**src/rtl/coax_trig_tx_pkg.sv**
```systemverilog
// rtl/coax_trig_tx_pkg.sv - shared constants, state encoding and width helper for the coax trigger transmitter
package trig_tx_pkg;

   localparam int NBITS           = 4;
   localparam int NPHASE          = 4;
   localparam int DEF_SYNC_PULSES = 54;
   localparam int DEF_QUIET_TICKS = 220;
   localparam int DEF_DEAD_FRAMES = 3;

   typedef enum logic [1:0] {
      ST_RUN   = 2'd0,
      ST_QUIET = 2'd1,
      ST_SYNC  = 2'd2,
      ST_HOLD  = 2'd3
   } tx_state_t;

   // Bits needed to hold values 0..max_val; never less than one bit.
   function automatic int cnt_width(input int max_val);
      return (max_val < 2) ? 1 : $clog2(max_val + 1);
   endfunction

endpackage

```
**src/rtl/coax_trig_tx_if.sv**
```systemverilog
// rtl/coax_trig_tx_if.sv - trigger board side signal bundle of the coax trigger transmitter
interface coax_trig_tx_if;
   import trig_tx_pkg::*;

   logic                    clk_locked;
   logic [NBITS-1:0]        trig_in;
   logic                    sync_win;
   logic                    resethist;
   logic                    coax_out;
   logic                    sync_busy;
   logic                    sync_abort;
   logic [NBITS-1:0][31:0]  sent_count;

   modport master (
      output clk_locked, trig_in, sync_win, resethist,
      input  coax_out, sync_busy, sync_abort, sent_count
   );

   modport slave (
      input  clk_locked, trig_in, sync_win, resethist,
      output coax_out, sync_busy, sync_abort, sent_count
   );

endinterface

```
**src/rtl/coax_trig_tx_slot.sv**
```systemverilog
// rtl/coax_trig_tx_slot.sv - pending flag and dead-frame holdoff counter for one trigger bit
module coax_tx_slot
   import trig_tx_pkg::*;
#(
   parameter int DEAD_FRAMES = DEF_DEAD_FRAMES
) (
   input  logic clk_adc,
   input  logic nrst,
   input  logic clr,
   input  logic en,
   input  logic edge_in,
   input  logic slot_hit,
   input  logic frame_end,
   output logic fire
);

   localparam int            DW      = cnt_width(DEAD_FRAMES);
   localparam logic [DW-1:0] DEAD_LD = DW'(DEAD_FRAMES);

   logic          pending;
   logic [DW-1:0] dead;

   assign fire = en & slot_hit & pending;

   // Firing wins over a coincident edge, so a retrigger in the send tick is dropped.
   always_ff @(posedge clk_adc or negedge nrst) begin
      if (!nrst) begin
         pending <= 1'b0;
         dead    <= '0;
      end else if (clr) begin
         pending <= 1'b0;
         dead    <= '0;
      end else if (fire) begin
         pending <= 1'b0;
         dead    <= DEAD_LD;
      end else begin
         if (en && edge_in && (dead == '0)) begin
            pending <= 1'b1;
         end
         if (frame_end && (dead != '0)) begin
            dead <= dead - DW'(1);
         end
      end
   end

endmodule

```
**src/rtl/coax_trig_tx.sv**
```systemverilog
// rtl/coax_trig_tx.sv - time-slotted serial trigger transmitter with calibration sync bursts
// Optional per-bit transmit statistics: define COAX_TX_STATS_EN.
module coax_trig_tx
   import trig_tx_pkg::*;
#(
   parameter int SYNC_PULSES = DEF_SYNC_PULSES,
   parameter int QUIET_TICKS = DEF_QUIET_TICKS,
   parameter int DEAD_FRAMES = DEF_DEAD_FRAMES
) (
   input  logic           clk_adc,
   input  logic           nrst,
   coax_trig_tx_if.slave  bus
);

   localparam int            TW         = cnt_width(QUIET_TICKS);
   localparam int            PW         = cnt_width(SYNC_PULSES);
   localparam logic [TW-1:0] TICK_LAST  = TW'(QUIET_TICKS - 1);
   localparam logic [PW-1:0] PULSE_LAST = PW'(SYNC_PULSES - 1);

   logic [1:0]        ph;
   logic [NBITS-1:0]  trig_q;
   logic [NBITS-1:0]  trig_d;
   logic [NBITS-1:0]  trig_edge;
   logic [NBITS-1:0]  fire;
   logic              sync_q;
   logic              sync_d;
   logic              win_rise;

   tx_state_t         state;
   tx_state_t         state_nxt;
   logic [TW-1:0]     tick_cnt;
   logic [TW-1:0]     tick_nxt;
   logic [PW-1:0]     pulse_cnt;
   logic [PW-1:0]     pulse_nxt;
   logic              coax_q;
   logic              coax_nxt;
   logic              abort_q;
   logic              abort_nxt;
   logic              clr_slots;
   logic              slot_en;

   // Window history resets high so a window already open at reset release
   // is not mistaken for a fresh rising edge.
   always_ff @(posedge clk_adc or negedge nrst) begin
      if (!nrst) begin
         ph     <= 2'd0;
         trig_q <= '0;
         trig_d <= '0;
         sync_q <= 1'b1;
         sync_d <= 1'b1;
      end else begin
         ph     <= ph + 2'd1;
         trig_q <= bus.trig_in;
         trig_d <= trig_q;
         sync_q <= bus.sync_win;
         sync_d <= sync_q;
      end
   end

   assign trig_edge = trig_q & ~trig_d;
   assign win_rise  = sync_q & ~sync_d;
   assign clr_slots = !bus.clk_locked || ((state == ST_RUN) && win_rise);
   assign slot_en   = bus.clk_locked && (state == ST_RUN) && !win_rise;

   for (genvar k = 0; k < NBITS; k++) begin : g_slot
      coax_tx_slot #(
         .DEAD_FRAMES (DEAD_FRAMES)
      ) u_slot (
         .clk_adc   (clk_adc),
         .nrst      (nrst),
         .clr       (clr_slots),
         .en        (slot_en),
         .edge_in   (trig_edge[k]),
         .slot_hit  (ph == 2'(k)),
         .frame_end (ph == 2'(NPHASE - 1)),
         .fire      (fire[k])
      );
   end

   always_ff @(posedge clk_adc or negedge nrst) begin
      if (!nrst) begin
         state     <= ST_RUN;
         tick_cnt  <= '0;
         pulse_cnt <= '0;
         coax_q    <= 1'b0;
         abort_q   <= 1'b0;
      end else begin
         state     <= state_nxt;
         tick_cnt  <= tick_nxt;
         pulse_cnt <= pulse_nxt;
         coax_q    <= coax_nxt;
         abort_q   <= abort_nxt;
      end
   end

   always_comb begin
      state_nxt = state;
      tick_nxt  = tick_cnt;
      pulse_nxt = pulse_cnt;
      coax_nxt  = 1'b0;
      abort_nxt = 1'b0;
      if (!bus.clk_locked) begin
         state_nxt = ST_RUN;
      end else begin
         case (state)
            ST_RUN: begin
               if (win_rise) begin
                  state_nxt = ST_QUIET;
                  tick_nxt  = '0;
               end else begin
                  coax_nxt = |fire;
               end
            end
            ST_QUIET: begin
               if (!sync_q) begin
                  state_nxt = ST_RUN;
                  abort_nxt = 1'b1;
               end else if (tick_cnt == TICK_LAST) begin
                  state_nxt = ST_SYNC;
                  pulse_nxt = '0;
               end else begin
                  tick_nxt = tick_cnt + TW'(1);
               end
            end
            ST_SYNC: begin
               if (!sync_q) begin
                  state_nxt = ST_RUN;
                  abort_nxt = 1'b1;
               end else if (ph == 2'd0) begin
                  coax_nxt  = 1'b1;
                  pulse_nxt = pulse_cnt + PW'(1);
                  if (pulse_cnt == PULSE_LAST) begin
                     state_nxt = ST_HOLD;
                  end
               end
            end
            ST_HOLD: begin
               if (!sync_q) begin
                  state_nxt = ST_RUN;
               end
            end
            default: begin
               state_nxt = ST_RUN;
            end
         endcase
      end
   end

   assign bus.coax_out   = coax_q;
   assign bus.sync_abort = abort_q;
   assign bus.sync_busy  = (state == ST_QUIET) || (state == ST_SYNC);

`ifdef COAX_TX_STATS_EN
   logic [NBITS-1:0][31:0] sent_q;

   // A clear request outranks a transmission landing in the same tick.
   always_ff @(posedge clk_adc or negedge nrst) begin
      if (!nrst) begin
         sent_q <= '0;
      end else if (bus.resethist) begin
         sent_q <= '0;
      end else begin
         for (int k = 0; k < NBITS; k++) begin
            if (fire[k]) begin
               sent_q[k] <= sent_q[k] + 32'd1;
            end
         end
      end
   end

   assign bus.sent_count = sent_q;
`else
   logic unused_resethist;

   assign unused_resethist = bus.resethist;
   assign bus.sent_count   = '0;
`endif

endmodule

```
**src/flat_wrapper.sv**
```systemverilog
// flat-port wrapper written by rule: the top's interface ports become plain ports
module coax_trig_tx_flat import trig_tx_pkg::*;
#(
   parameter int SYNC_PULSES = DEF_SYNC_PULSES,
   parameter int QUIET_TICKS = DEF_QUIET_TICKS,
   parameter int DEAD_FRAMES = DEF_DEAD_FRAMES
)
  (clk_adc, nrst, bus_clk_locked, bus_trig_in, bus_sync_win, bus_resethist, bus_coax_out, bus_sync_busy, bus_sync_abort, bus_sent_count);
  coax_trig_tx_if bus_i ();
  input  logic clk_adc;
  input  logic nrst;
  input wire logic [$bits(bus_i.clk_locked)-1:0] bus_clk_locked;
  input wire logic [$bits(bus_i.trig_in)-1:0] bus_trig_in;
  input wire logic [$bits(bus_i.sync_win)-1:0] bus_sync_win;
  input wire logic [$bits(bus_i.resethist)-1:0] bus_resethist;
  output wire logic [$bits(bus_i.coax_out)-1:0] bus_coax_out;
  output wire logic [$bits(bus_i.sync_busy)-1:0] bus_sync_busy;
  output wire logic [$bits(bus_i.sync_abort)-1:0] bus_sync_abort;
  output wire logic [$bits(bus_i.sent_count)-1:0] bus_sent_count;
  assign bus_i.clk_locked = bus_clk_locked;
  assign bus_i.trig_in = bus_trig_in;
  assign bus_i.sync_win = bus_sync_win;
  assign bus_i.resethist = bus_resethist;
  assign bus_coax_out = bus_i.coax_out;
  assign bus_sync_busy = bus_i.sync_busy;
  assign bus_sync_abort = bus_i.sync_abort;
  assign bus_sent_count = bus_i.sent_count;
  coax_trig_tx #(.SYNC_PULSES(SYNC_PULSES), .QUIET_TICKS(QUIET_TICKS), .DEAD_FRAMES(DEAD_FRAMES)) u_core (.clk_adc(clk_adc), .nrst(nrst), .bus(bus_i));
endmodule
```
**config.mk**
```make
export PLATFORM = sky130hd
export DESIGN_NAME = coax_trig_tx_flat
export DESIGN_NICKNAME = d
export VERILOG_FILES = /design/src/rtl/coax_trig_tx_pkg.sv /design/src/rtl/coax_trig_tx_if.sv /design/src/rtl/coax_trig_tx_slot.sv /design/src/rtl/coax_trig_tx.sv /design/src/flat_wrapper.sv
export SDC_FILE = /design/constraint.sdc
export NUM_CORES = 1
export LEC_CHECK = 0
export BUFFER_PORTS_ARGS = -buffer_cell sky130_fd_sc_hd__buf_4
export CELL_PAD_IN_SITES_DETAIL_PLACEMENT = 1
export CELL_PAD_IN_SITES_GLOBAL_PLACEMENT = 1
export CORE_MARGIN = 3
export CORE_UTILIZATION = 35
export DETAILED_ROUTE_END_ITERATION = 16
export PLACE_DENSITY = 0.85
export SLEW_MARGIN = 20
export SYNTH_ARGS = -nofsm -noshare
export SYNTH_HDL_FRONTEND = slang
export SYNTH_SLANG_ARGS = --single-unit
```
**constraint.sdc**
```tcl
create_clock -name clk_adc -period 2.6 [get_ports clk_adc]
set_clock_uncertainty 0.1 [all_clocks]
set_input_delay 0.13 -clock clk_adc [delete_from_list [all_inputs] [get_ports clk_adc]]
set_output_delay 0.13 -clock clk_adc [all_outputs]
set_load 0.03 [all_outputs]
```
==> results.txt <==
----------------------------------------------------
[Worst hold path]
  Worst hold path class ... primary input to register
  Source of the worst hold timing path ... bus_clk_locked
  Hold path cells ... 3

[CTS]
  Total clock sinks ... 42
  Post-cts resize count ... 0
  H-tree depth ... 2
  Clk root buf ... sky130_fd_sc_hd__clkbuf_8
  TritonCTS Buffers ... 5
  CTS tree ... yes
  Post-CTS setup buffer count ... 0
  CTS max path bufs ... 2
  Hold buffer count at CTS ... 6
  Reg clk slew, reported paths ... 0.09 ns
  Later-pin clock latency in the skew report ... 0.30 ns

[Logic synthesis]
  Number of enable flip-flop cells after synthesis ... 0
  Cells taking the most area after synthesis ... sky130_fd_sc_hd__dfrtp_1 (31%), sky130_fd_sc_hd__buf_4 (30%), sky130_fd_sc_hd__ha_1 (6.3%), sky130_fd_sc_hd__a21oi_1 (2.3%), sky130_fd_sc_hd__nand3_1 (2.3%)
  Sequential cell area fraction in the yosys report ... 0.3290
  Share of synthesized registers carrying an async set or reset ... 1.000
  Fraction of synthesized cell area taken by the top area cell type ... 0.3126
  Average instance area after synthesis ... slightly above 9 um2
  Most numerous cell types in the synthesized netlist ... sky130_fd_sc_hd__buf_4 (129), sky130_fd_sc_hd__dfrtp_1 (40), sky130_fd_sc_hd__inv_1 (19), sky130_fd_sc_hd__nand2_1 (18), sky130_fd_sc_hd__ha_1 (16)
  Unique cell type count in the Yosys netlist ... 47
  Cell type with the highest aggregate area in the netlist ... sky130_fd_sc_hd__dfrtp_1
  Count of synthesis-stage warnings from yosys ... 0
  Main flop type after synthesis ... sky130_fd_sc_hd__dfrtp_1
  Number of cells produced by synthesis ... 350
  Top-count cell post-synth ... sky130_fd_sc_hd__buf_4
  Number of storage elements in the synthesis netlist ... 42
  Summed instance area of the synthesized netlist ... approximately 3200 um2

[Floorplanning]
  Io pins ... 140
  Starting density of the core ... 0.3636
  Area inside the core boundary ... between 8000 and 9000 um2
  Row count ... 34
  Horizontal die dimension ... about 100 um
  Full die area ... around 10000 um2
  Vertical die dimension ... ~100 um

[Placement]
  Buffers added on ports ... 10
  Weighted congestion at the end of routability-driven global placement ... 0.7846
  Area of placed instances ... about 2900 um2
  Placed wire-length estimate after detailed placement ... ~4500 um

[Timing]
  Post-Route Setup TNS ... 0 ns
  Hold violation total from the final report ... 0
  Fin crit period ... 2.287 ns
  Hold slack final ... about 0.037 ns
  Highest attainable clock frequency ... around 0.44 GHz
  Final setup vio count ... 0
  Final Max Slew Viols ... 0
  Slew at the pin with the worst max-slew slack ... between 0.5 and 0.6 ns
  Slew Limit Headroom ... 0.6356
  Final cycle utilization of the critical path ... 0.8797
  RSZ-0062 raised after global routing ... false

[Setup path]
  Largest incremental delay on the critical path ... approximately 0.45 ns
  Beginning of the worst register-to-register path ... u_core.state[0]
  Crit path cell chain ... inv_1, ha_1, o211ai_1, a21oi_1, and2_1, mux2i_1
  Path depth of the worst reg2reg path ... 6
  Req. time, crit path ... 2.71 ns
  Slowest-stage cell, CP ... sky130_fd_sc_hd__ha_1
  Launch point of the critical path ... u_core.state[0]
  Top fanout value on the critical path ... 14
  Classification of the worst setup path ... register to register
  Worst EP arrival ... around 2.4 ns
  Kind of start point of the critical path ... register
  Kind of end point of the critical path ... register

[Cells and area]
  Diode insertion count for antenna repair ... 0
  Number of nets in the layout ... 390
  Fraction of layout cells with a size suffix above 1 ... 0.07377
  Footprint of the multi-input gates ... roughly 1500 um2
  Final Instance Area ... around 3000 um2
  Final core occ ... 0.3447
  Filler cells ... about 1100
  Relative area change from synthesis to final layout ... -5.197%
  Register Area ... 1054 um2

[Routing]
  Number of nets still failing antenna checks after routing ... 0
  Total vias in the final route ... 2027
  Number of vias per cell ... between 4 and 5
  Drt drc ... 0
  DR WL/cell ... 12.28 um
  First-pass DRT Iterations ... 4
  DRC violation total after the first TritonRoute iteration ... 46
  Final routed wirelength across all metal layers ... 5821 um

[GRT]
  Global-route wire length before repair ... ~9000 um
  Vias in the first global route ... slightly below 2000
  Maximum number of pins on one net before global-route repair ... 43
  Initial antenna violation count ... 0
  GRT overflow ... 0
  Overall fraction of global-route tracks in use ... 0.1076

[Power]
  Largest voltage drop on the vdd net ... 0.0002490 V
  Leakage power summed over all cells ... 1.471 nW
  PD cells ... 634.4 nW/um2
  Power consumption ... ~1.9 mW

[Flow run]
  Max-Cap Viols ... 0

[Status]
  Result of the run ... finished, final reports clean

----------------------------------------------------
layer usage:
layer / up-vias / share of wire / global-route usage
met4: 0 / 0.0096 / 0.03067
met5: - / 0 / 0
met2: 70 / 0.57 / 0.2148
met3: 7 / 0.054 / 0.01860
met1: 998 / 0.37 / 0.1135
li1: 952 / - / -
layout make-up:
| type | count | area share |
|---|---|---|
| clock inverter | 3 | 0.007832 |
| clock buffer | 5 | 0.02267 |
| tap | 108 | 0.04452 |
| inverter | 19 | 0.02350 |
| sequential | 42 | 0.3471 |
| multi-input combinational | 280 | 0.5074 |
| timing repair buffer | 17 | 0.04699 |
stage by stage:
stage,setup WS [ns],std cells
after global placement,0.4402,460
final,0.3129,474
after global routing,0.1282,474
after floorplan,0.7073,477
after detailed placement,0.3102,460
after CTS,0.2877,474
where the power goes:
group / total (mW) / internal, mW / switching, mW
registers: 0.792 / 0.721 / 0.0713
logic: 0.697 / 0.180 / 0.517
clock network: 0.436 / 0.192 / 0.244
cell families (layout without fill, tap and decap cells):
| logic type | Yosys count | in the layout | synth area share |
|---|---|---|---|
| multiplexers | 4 | 4 | 0.01290 |
| AO/OA/AOI/OAI | 57 | 57 | 0.1227 |
| adder cells (fa/ha/maj) | 16 | 16 | 0.06252 |
| flip-flops | 42 | 42 | 0.3290 |
| XOR/XNOR | 4 | 4 | 0.01094 |
| AND/OR/NAND/NOR | 71 | 71 | 0.1219 |
| other | 1 | 128 | 0.001171 |
| buffers and inverters | 155 | 44 | 0.3388 |
final timing paths:
check                                              to  slack, ns
worst max-delay path              u_core.pulse_cnt[1]       0.31
worst min-delay path            u_core.bus.sync_abort       0.04
worst max register to register    u_core.pulse_cnt[1]       0.31
worst min register to register       u_core.trig_d[1]       0.29
max in group asynchronous               u_core.sync_q       1.76
min in group asynchronous            u_core.trig_q[3]       0.26
worst max-delay path, delay by kind of cell (launching register included):
kind / cells / cell delay, ns
AOI/OAI and AO/OA: 2 / 0.58
adders and majority gates: 1 / 0.45
DFF: 1 / 0.41
and+or+nand+nor: 1 / 0.32
muxes: 1 / 0.21
buffers and inverters: 1 / 0.13
layout by cell type (no fill, tap or decap), types with 2 or more instances in the layout:
master and instances:
sky130_fd_sc_hd__or4_1 3, sky130_fd_sc_hd__a22o_1 6, sky130_fd_sc_hd__o31ai_1 3, sky130_fd_sc_hd__mux2i_1 3, sky130_fd_sc_hd__ha_1 16, sky130_fd_sc_hd__clkinvlp_4 2
sky130_fd_sc_hd__a211oi_1 2, sky130_fd_sc_hd__o41ai_1 2, sky130_fd_sc_hd__clkbuf_8 5, sky130_fd_sc_hd__o21ai_0 11, sky130_fd_sc_hd__a21bo_2 2, sky130_fd_sc_hd__nand3_1 15
sky130_fd_sc_hd__a21oi_1 15, sky130_fd_sc_hd__nand2b_1 7, sky130_fd_sc_hd__a21o_1 2, sky130_fd_sc_hd__and3_1 2, sky130_fd_sc_hd__o211ai_1 3, sky130_fd_sc_hd__dlygate4sd3_1 6
sky130_fd_sc_hd__nor2b_1 3, sky130_fd_sc_hd__nor2_1 8, sky130_fd_sc_hd__and2_1 3, sky130_fd_sc_hd__nand2_1 18, sky130_fd_sc_hd__dfstp_2 2, sky130_fd_sc_hd__buf_4 11
sky130_fd_sc_hd__conb_1 128, sky130_fd_sc_hd__dfrtp_1 40, sky130_fd_sc_hd__nand4_1 4, sky130_fd_sc_hd__xnor2_1 4, sky130_fd_sc_hd__nor3b_1 3, sky130_fd_sc_hd__inv_1 19
state kept, by name, summed over array words and instances, names as in the netlist:
register and flops:
u_core.sync_d 1, u_core.sync_q 1, u_core.bus.sync_abort 1, u_core.trig_d 4
u_core.g_slot.u_slot.pending 4, u_core.ph 2, u_core.bus.coax_out 1, u_core.state 2
u_core.tick_cnt 8, u_core.trig_q 4, u_core.g_slot.u_slot.dead 8, u_core.pulse_cnt 6
Note: power is estimated with default switching activity, not from simulation.
